[src/rtl/id_ex_stage_pkg.sv]
// id_ex_stage_pkg: shared scalar typedefs, ALU op codes and forwarding-select enum.
//   Imported by id_ex_stage_if, id_ex_stage_forward_unit and id_ex_stage.
package id_ex_stage_pkg;
   typedef logic [31:0] u32;
   typedef logic [4:0]  u5;
   typedef logic [2:0]  u3;
   typedef logic        u1;
   localparam u3 ALU_AND  = 3'd0;
   localparam u3 ALU_OR   = 3'd1;
   localparam u3 ALU_ADD  = 3'd2;
   localparam u3 ALU_ROR  = 3'd3;
   localparam u3 ALU_RAND = 3'd4;
   localparam u3 ALU_SUB  = 3'd6;
   localparam u3 ALU_SLT  = 3'd7;
   typedef enum logic [1:0] {FWD_REG, FWD_MEM, FWD_WB} fwd_sel_t;
endpackage

[src/rtl/id_ex_stage_if.sv]
// id_ex_stage_if: bundle between decode, the ID/EX stage, later pipeline stages and the ALU.
//   master : decode/pipeline side -- drives decode fields, flush/ex_stall, MEM/WB writeback info
//   slave  : the ID/EX stage -- drives d_ready, ALU operands and EX control
interface id_ex_stage_if #(
   parameter int XLEN = 32,
   parameter int REGW = 5
);
   import id_ex_stage_pkg::*;
   logic            d_valid, d_ready;
   logic [REGW-1:0] d_rs, d_rt, d_wreg;
   logic [XLEN-1:0] d_rd1, d_rd2, d_imm;
   logic            d_alusrc, d_regwrite, d_memtoreg;
   u3               d_alucont;
   logic            flush, ex_stall;
   logic            m_regwrite, w_regwrite;
   logic [REGW-1:0] m_wreg, w_wreg;
   logic [XLEN-1:0] m_result, w_result;
   logic [XLEN-1:0] A, B, e_storedata;
   u3               ALUcont;
   logic            e_valid, e_regwrite, e_memtoreg;
   logic [REGW-1:0] e_wreg;
   modport master (
      output d_valid, d_rs, d_rt, d_wreg, d_rd1, d_rd2, d_imm, d_alusrc, d_regwrite, d_memtoreg, d_alucont,
      output flush, ex_stall, m_regwrite, m_wreg, m_result, w_regwrite, w_wreg, w_result,
      input  d_ready, A, B, ALUcont, e_valid, e_regwrite, e_memtoreg, e_wreg, e_storedata
   );
   modport slave (
      input  d_valid, d_rs, d_rt, d_wreg, d_rd1, d_rd2, d_imm, d_alusrc, d_regwrite, d_memtoreg, d_alucont,
      input  flush, ex_stall, m_regwrite, m_wreg, m_result, w_regwrite, w_wreg, w_result,
      output d_ready, A, B, ALUcont, e_valid, e_regwrite, e_memtoreg, e_wreg, e_storedata
   );
endinterface

[src/rtl/id_ex_stage_forward_unit.sv]
// id_ex_stage_forward_unit: picks the operand source for one source register.
//   idx                  : source register index held in EX
//   m_regwrite, m_wreg   : EX/MEM writeback info
//   w_regwrite, w_wreg   : MEM/WB writeback info
//   sel                  : FWD_REG / FWD_MEM / FWD_WB (MEM wins over WB, register 0 never forwarded)
module id_ex_stage_forward_unit
   import id_ex_stage_pkg::*;
#(
   parameter int REGW = 5
) (
   input  logic [REGW-1:0] idx,
   input  logic            m_regwrite,
   input  logic [REGW-1:0] m_wreg,
   input  logic            w_regwrite,
   input  logic [REGW-1:0] w_wreg,
   output fwd_sel_t        sel
);
   always_comb
      sel = (idx == '0)                       ? FWD_REG :
            (m_regwrite && m_wreg == idx)     ? FWD_MEM :
            (w_regwrite && w_wreg == idx)     ? FWD_WB  : FWD_REG;
endmodule

[src/rtl/id_ex_stage.sv]
// id_ex_stage: ID/EX pipeline register feeding the ALU, with load-use bubbles and decode handshake.
//   clk    : rising-edge clock
//   resetn : synchronous active-low reset
//   bus    : id_ex_stage_if.slave -- decode fields/d_ready, flush, ex_stall, MEM/WB writeback info,
//            ALU operands A/B/ALUcont and EX control e_valid/e_regwrite/e_memtoreg/e_wreg/e_storedata
//   Macro ALU_FWD_EN: defined -> operands forwarded from MEM/WB; undefined -> no operand muxing and
//            dependents wait in decode until the producer reaches WB (write-through regfile).
module id_ex_stage
   import id_ex_stage_pkg::*;
#(
   parameter int XLEN = 32,
   parameter int REGW = 5
) (
   input  logic         clk,
   input  logic         resetn,
   id_ex_stage_if.slave bus
);
   logic [XLEN-1:0] rd1_q, rd2_q, imm_q, fwd_a, fwd_b;
   logic [REGW-1:0] wreg_q;
   logic            valid_q, regwrite_q, memtoreg_q, alusrc_q;
   u3               alucont_q;
   logic            load_use, hazard, load;
   // Rule is conservative: rt is compared even when it is not consumed.
   assign load_use = valid_q && memtoreg_q && wreg_q != '0 && bus.d_valid &&
                     (wreg_q == bus.d_rs || wreg_q == bus.d_rt);
`ifdef ALU_FWD_EN
   logic [REGW-1:0] rs_q, rt_q;
   fwd_sel_t        sel_a, sel_b;
   always_ff @(posedge clk)
      if (!resetn) begin
         rs_q <= '0;
         rt_q <= '0;
      end else if (load) begin
         rs_q <= bus.d_rs;
         rt_q <= bus.d_rt;
      end
   id_ex_stage_forward_unit #(.REGW(REGW)) u_fwd_a (
      .idx(rs_q), .m_regwrite(bus.m_regwrite), .m_wreg(bus.m_wreg),
      .w_regwrite(bus.w_regwrite), .w_wreg(bus.w_wreg), .sel(sel_a)
   );
   id_ex_stage_forward_unit #(.REGW(REGW)) u_fwd_b (
      .idx(rt_q), .m_regwrite(bus.m_regwrite), .m_wreg(bus.m_wreg),
      .w_regwrite(bus.w_regwrite), .w_wreg(bus.w_wreg), .sel(sel_b)
   );
   assign hazard = load_use;
   assign fwd_a  = sel_a == FWD_MEM ? bus.m_result : sel_a == FWD_WB ? bus.w_result : rd1_q;
   assign fwd_b  = sel_b == FWD_MEM ? bus.m_result : sel_b == FWD_WB ? bus.w_result : rd2_q;
`else
   // Without forwarding any in-flight writer of a source in EX or MEM blocks decode; once it is in
   // WB the write-through register file already returns the new value.
   assign hazard = load_use || (bus.d_valid && (
                      (valid_q && regwrite_q && wreg_q != '0 && (wreg_q == bus.d_rs || wreg_q == bus.d_rt)) ||
                      (bus.m_regwrite && bus.m_wreg != '0 && (bus.m_wreg == bus.d_rs || bus.m_wreg == bus.d_rt))));
   assign fwd_a  = rd1_q;
   assign fwd_b  = rd2_q;
`endif
   assign load = bus.d_valid && !hazard && !bus.flush && !bus.ex_stall;
   // Flush clears only valid; a bubble also clears the writeback controls.
   always_ff @(posedge clk)
      if (!resetn) begin
         valid_q    <= 1'b0;
         regwrite_q <= 1'b0;
         memtoreg_q <= 1'b0;
         alusrc_q   <= 1'b0;
         alucont_q  <= '0;
         wreg_q     <= '0;
         rd1_q      <= '0;
         rd2_q      <= '0;
         imm_q      <= '0;
      end else if (!bus.ex_stall) begin
         valid_q    <= load;
         regwrite_q <= load ? bus.d_regwrite : bus.flush ? regwrite_q : 1'b0;
         memtoreg_q <= load ? bus.d_memtoreg : bus.flush ? memtoreg_q : 1'b0;
         if (load) begin
            alusrc_q  <= bus.d_alusrc;
            alucont_q <= bus.d_alucont;
            wreg_q    <= bus.d_wreg;
            rd1_q     <= bus.d_rd1;
            rd2_q     <= bus.d_rd2;
            imm_q     <= bus.d_imm;
         end
      end
   assign bus.d_ready     = !bus.ex_stall && !hazard;
   assign bus.A           = fwd_a;
   assign bus.B           = alusrc_q ? imm_q : fwd_b;
   assign bus.e_storedata = fwd_b;
   assign bus.ALUcont     = alucont_q;
   assign bus.e_valid     = valid_q;
   assign bus.e_regwrite  = valid_q && regwrite_q;
   assign bus.e_memtoreg  = valid_q && memtoreg_q;
   assign bus.e_wreg      = wreg_q;
endmodule

[src/flat_wrapper.sv]
// flat-port wrapper written by rule: the top's interface ports become plain ports
module id_ex_stage_flat import id_ex_stage_pkg::*;
#(
   parameter int XLEN = 32,
   parameter int REGW = 5
)
  (clk, resetn, bus_d_valid, bus_d_rs, bus_d_rt, bus_d_wreg, bus_d_rd1, bus_d_rd2, bus_d_imm, bus_d_alusrc, bus_d_regwrite, bus_d_memtoreg, bus_d_alucont, bus_flush, bus_ex_stall, bus_m_regwrite, bus_m_wreg, bus_m_result, bus_w_regwrite, bus_w_wreg, bus_w_result, bus_d_ready, bus_A, bus_B, bus_ALUcont, bus_e_valid, bus_e_regwrite, bus_e_memtoreg, bus_e_wreg, bus_e_storedata);
  id_ex_stage_if #(.XLEN(XLEN), .REGW(REGW)) bus_i ();
  input  logic clk;
  input  logic resetn;
  input wire logic [$bits(bus_i.d_valid)-1:0] bus_d_valid;
  input wire logic [$bits(bus_i.d_rs)-1:0] bus_d_rs;
  input wire logic [$bits(bus_i.d_rt)-1:0] bus_d_rt;
  input wire logic [$bits(bus_i.d_wreg)-1:0] bus_d_wreg;
  input wire logic [$bits(bus_i.d_rd1)-1:0] bus_d_rd1;
  input wire logic [$bits(bus_i.d_rd2)-1:0] bus_d_rd2;
  input wire logic [$bits(bus_i.d_imm)-1:0] bus_d_imm;
  input wire logic [$bits(bus_i.d_alusrc)-1:0] bus_d_alusrc;
  input wire logic [$bits(bus_i.d_regwrite)-1:0] bus_d_regwrite;
  input wire logic [$bits(bus_i.d_memtoreg)-1:0] bus_d_memtoreg;
  input wire logic [$bits(bus_i.d_alucont)-1:0] bus_d_alucont;
  input wire logic [$bits(bus_i.flush)-1:0] bus_flush;
  input wire logic [$bits(bus_i.ex_stall)-1:0] bus_ex_stall;
  input wire logic [$bits(bus_i.m_regwrite)-1:0] bus_m_regwrite;
  input wire logic [$bits(bus_i.m_wreg)-1:0] bus_m_wreg;
  input wire logic [$bits(bus_i.m_result)-1:0] bus_m_result;
  input wire logic [$bits(bus_i.w_regwrite)-1:0] bus_w_regwrite;
  input wire logic [$bits(bus_i.w_wreg)-1:0] bus_w_wreg;
  input wire logic [$bits(bus_i.w_result)-1:0] bus_w_result;
  output wire logic [$bits(bus_i.d_ready)-1:0] bus_d_ready;
  output wire logic [$bits(bus_i.A)-1:0] bus_A;
  output wire logic [$bits(bus_i.B)-1:0] bus_B;
  output wire logic [$bits(bus_i.ALUcont)-1:0] bus_ALUcont;
  output wire logic [$bits(bus_i.e_valid)-1:0] bus_e_valid;
  output wire logic [$bits(bus_i.e_regwrite)-1:0] bus_e_regwrite;
  output wire logic [$bits(bus_i.e_memtoreg)-1:0] bus_e_memtoreg;
  output wire logic [$bits(bus_i.e_wreg)-1:0] bus_e_wreg;
  output wire logic [$bits(bus_i.e_storedata)-1:0] bus_e_storedata;
  assign bus_i.d_valid = bus_d_valid;
  assign bus_i.d_rs = bus_d_rs;
  assign bus_i.d_rt = bus_d_rt;
  assign bus_i.d_wreg = bus_d_wreg;
  assign bus_i.d_rd1 = bus_d_rd1;
  assign bus_i.d_rd2 = bus_d_rd2;
  assign bus_i.d_imm = bus_d_imm;
  assign bus_i.d_alusrc = bus_d_alusrc;
  assign bus_i.d_regwrite = bus_d_regwrite;
  assign bus_i.d_memtoreg = bus_d_memtoreg;
  assign bus_i.d_alucont = bus_d_alucont;
  assign bus_i.flush = bus_flush;
  assign bus_i.ex_stall = bus_ex_stall;
  assign bus_i.m_regwrite = bus_m_regwrite;
  assign bus_i.m_wreg = bus_m_wreg;
  assign bus_i.m_result = bus_m_result;
  assign bus_i.w_regwrite = bus_w_regwrite;
  assign bus_i.w_wreg = bus_w_wreg;
  assign bus_i.w_result = bus_w_result;
  assign bus_d_ready = bus_i.d_ready;
  assign bus_A = bus_i.A;
  assign bus_B = bus_i.B;
  assign bus_ALUcont = bus_i.ALUcont;
  assign bus_e_valid = bus_i.e_valid;
  assign bus_e_regwrite = bus_i.e_regwrite;
  assign bus_e_memtoreg = bus_i.e_memtoreg;
  assign bus_e_wreg = bus_i.e_wreg;
  assign bus_e_storedata = bus_i.e_storedata;
  id_ex_stage #(.XLEN(XLEN), .REGW(REGW)) u_core (.clk(clk), .resetn(resetn), .bus(bus_i));
endmodule
[config.mk]
export PLATFORM = sky130hd
export DESIGN_NAME = id_ex_stage_flat
export DESIGN_NICKNAME = d
export VERILOG_FILES = /design/src/rtl/id_ex_stage_pkg.sv /design/src/rtl/id_ex_stage_if.sv /design/src/rtl/id_ex_stage_forward_unit.sv /design/src/rtl/id_ex_stage.sv /design/src/flat_wrapper.sv
export SDC_FILE = /design/constraint.sdc
export NUM_CORES = 1
export LEC_CHECK = 0
export ABC_CLOCK_PERIOD_IN_PS = 3450
export CAP_MARGIN = 20
export CORE_MARGIN = 4
export CORE_UTILIZATION = 40
export DETAILED_ROUTE_END_ITERATION = 10
export GPL_TIMING_DRIVEN = 0
export PLACE_DENSITY = 0.95
export SLEW_MARGIN = 5
export SYNTH_ARGS = -nofsm -noshare
export SYNTH_HDL_FRONTEND = slang
export SYNTH_HIERARCHICAL = 1
export SYNTH_SLANG_ARGS = --single-unit
[constraint.sdc]
create_clock -name clk -period 3.45 [get_ports clk]
set_clock_uncertainty 0.15 [all_clocks]
set_input_delay 0.69 -clock clk [delete_from_list [all_inputs] [get_ports clk]]
set_output_delay 0.69 -clock clk [all_outputs]
set_load 0.005 [all_outputs]
==> out/metrics.csv <==
stage;metric;value;unit
detailed_routing;via count;4587;
setup_path;Crit Path Max Fanout;2;
setup_path;Reg-to-Reg End;u_core/bus.e_storedata[16];
pwr;PwrDens;356;nW/um^2
finish;Finished Layout Cells;959;
placed_design;area of placed instances;7480;sq um
synth;cell taking the most area after synthesis;dfxtp_1;
clock_tree;Max clock buf depth;2;
finish;most common cell after layout, fill and taps aside;clkdlybuf4s50_1;
clock_tree;clk slew on worst S/H paths;0.07;ns
detailed_routing;routed len/inst;16.2;microns
detailed_routing;Residual DRC;0;
finish;share of cells above drive strength 1;7.96;%
die;Die ar.;14200;sq um
clock_tree;clock sink count;108;
synth;post-synth top area share;43.9;%
worst_hold_path;worst min path class;flip-flop to flip-flop;
setup_path;Worst EP arrival;2.51;ns
sta;Fmax;0.298;GHz
sta;crit path time final;3.35;ns
sta;Final period util;97.2;%
detailed_routing;final WL;15500;microns
die;top-level port count;306;
clock_tree;Num CTS Buffers;9;
die;row count;40;
clock_tree;H-tree depth;3;
detailed_routing;Detailed Routing Iterations Pass 1;4;
die;Initial Util;40.9;%
finish;Area Growth Syn to Fin;57.6;%
synth;Cells after Synth;541;
clock_tree;worst-skew pair later-pin latency;0.34;ns
pwr;Peak VDD IR;0.244;mV
setup_path;Critical Path Start Type;input port;
clock_tree;CTS hold repair buffers;0;
synth;synthesized net count;739;
worst_hold_path;Hold Path Cell Cnt;2;
setup_path;Crit path required time;2.61;ns
setup_path;CP endpoint kind;output port;
die;CORE AREA;12100;sq um
sta;measured slew at the worst slew-check pin;0.631;ns
clock_tree;root buf cell;clkbuf_16;
setup_path;worst reg2reg setup slack;1.11;ns
global_routing;first-pass GRT wire length;24000;microns
synth;synthesized area;4930;sq um
global_routing;number of global-route vias before repair;4721;
sta;Setup Viol. Count Final;0;
pwr;Tot Pwr;2.77;mW
sta;Final Hold Fails;0;
worst_hold_path;Hold EP;u_core/imm_q[7];
finish;FILL cells;985;
global_routing;pin count of the biggest net entering global routing;19;
clock_tree;TritonCTS clock tree;done;
synth;sequential area share after synthesis;43.9;%
detailed_routing;drt first-iter violations;170;
global_routing;GRT Residual Overflow;0;
clock_tree;CTS resizes;1;
placed_design;PortBufs;234;
sta;setup repair after global routing missed its margin;false;
placed_design;DP Wirelength;12100;microns
detailed_routing;Vias per Instance;4.78;
synth;number of synthesized register bits;108;
clock_tree;Setup Buffers After CTS;0;
sta;Fin Setup TNS;0;ns
setup_path;Worst R2R Path Depth;7;
setup_path;launching point of the worst reg2reg path;u_core/bus.e_wreg[0];
global_routing;total track usage;21.1;%
finish;final std cell area, no fill;7760;sq um
synth;Ys Warns;6;
setup_path;worst setup path class;input port to output port;
finish;most frequent cells in the layout;231 x clkdlybuf4s50_1, 210 x nand2_1, 108 x dfxtp_1;
die;chip height;119;microns
sta;Slew Viols, Final;0;
finish;Nets;984;
global_routing;number of antenna violations at the first check in global routing;0;
sta;Hold Slack;0.308;ns
run_status;status;completed;
finish;Inserted Diodes;0;
worst_hold_path;critical hold path startpoint;u_core/imm_q[7];
synth;Synth area leaders;dfxtp_1 44%, mux2i_1 21%, nand2_1 16%;
finish;Sequential Area;2160;sq um
placed_design;GP Congestion;0.820;
synth;syn avg cell area;9.11;sq um
finish;area of the multi-input gates;2550;sq um
flow_run;Max Cap Viol;0;
detailed_routing;ANT nets after route;0;
pwr;leak pwr;2.93;nW
die;Die X;119;microns
sta;Slew headroom;57.9;%
placed_design;cell count after placement;943;
synth;Unique masters post-synth;22;
-- where the power goes --
part | switching, mW | internal, mW | leakage (nW)
clock | 0.476 | 0.494 | 0.132
combinational | 0.184 | 0.290 | 1.92
sequential | 0.0300 | 1.29 | 0.878
-- registers in the layout (all words and copies together) (netlist names) --
name / flops
u_core/bus.ALUcont: 3
u_core/bus.A: 32
u_core/regwrite_q: 1
u_core/imm_q: 32
u_core/alusrc_q: 1
u_core/bus.e_wreg: 5
u_core/bus.e_storedata: 32
u_core/bus.e_valid: 1
u_core/memtoreg_q: 1
-- final cells by class --
cell class	count	share of cell area, %
buffer	40	2.85
clock buffer	9	2.90
clock inverter	7	0.661
multi-input combinational	393	32.8
sequential	108	27.8
tap	168	2.71
timing repair buffer	234	30.2
-- layer usage --
metal / vias to the layer above / global-route usage [%] / wire length [microns]
met4: 0 / 7.53 / 384
met5: - / 0 / 0
met1: 2154 / 24.9 / 6340
met3: 28 / 4.37 / 921
met2: 136 / 37.6 / 7870
li1: 2269 / - / -
-- synth_stat cells --
master,instances
nand2_1,210
dfxtp_1,108
mux2i_1,105
mux2_2,32
clkbuf_1,28
xor2_1,20
buf_4,8
nor2_1,5
and2_1,4
nor3_1,4
buf_8,3
a22oi_1,2
a32o_1,2
or4_1,2
a21oi_1,1
buf_6,1
nor2b_1,1
o21a_1,1
o21ai_1,1
o221a_2,1
o221ai_2,1
o22ai_1,1
-- worst max path at each step --
stage	end	slack, ns	depth (start not counted)	startpoint
final	bus_d_ready	0.1	7	bus_d_rt[3]
after global routing	bus_d_ready	0.01	7	bus_m_wreg[0]
after CTS	bus_d_ready	0.02	6	bus_m_wreg[2]
after detailed placement	bus_d_ready	-0.001	6	bus_m_wreg[1]
after global placement	bus_d_ready	0.002	6	bus_m_wreg[1]
after floorplan	bus_d_ready	1.01	4	bus_m_wreg[1]
-- worst max-delay path, cell delays in order --
cell	delay [ns]
clkdlybuf4s50_1	0.53
xor2_1	0.17
nor3_1	0.08
a22oi_1	0.25
o22ai_1	0.13
a21oi_1	0.15
clkdlybuf4s50_1	0.51
-- kinds of logic (layout without fill, tap and decap cells) --
logic type                after synthesis  in the layout  share of synthesized area [%]
AOI/OAI and AO/OA                      10             10                           1.73
xor gates and xnor gates               20             20                           3.55
buffers and inverters                  40            290                           4.49
DFF                                   108            108                           43.9
muxes                                 137            137                           28.6
and+or+nand+nor                       226            226                           17.7
-- per-stage QoR --
stage	util, %	worst slack (ns)
finish	64.4	0.0954
floorplan	-	1.01
CTS	64.3	0.0162
detailed placement	62.0	-0.00101
global route	64.4	0.0146
global placement	62.0	0.00179
Note: power is estimated with default switching activity, not from simulation.
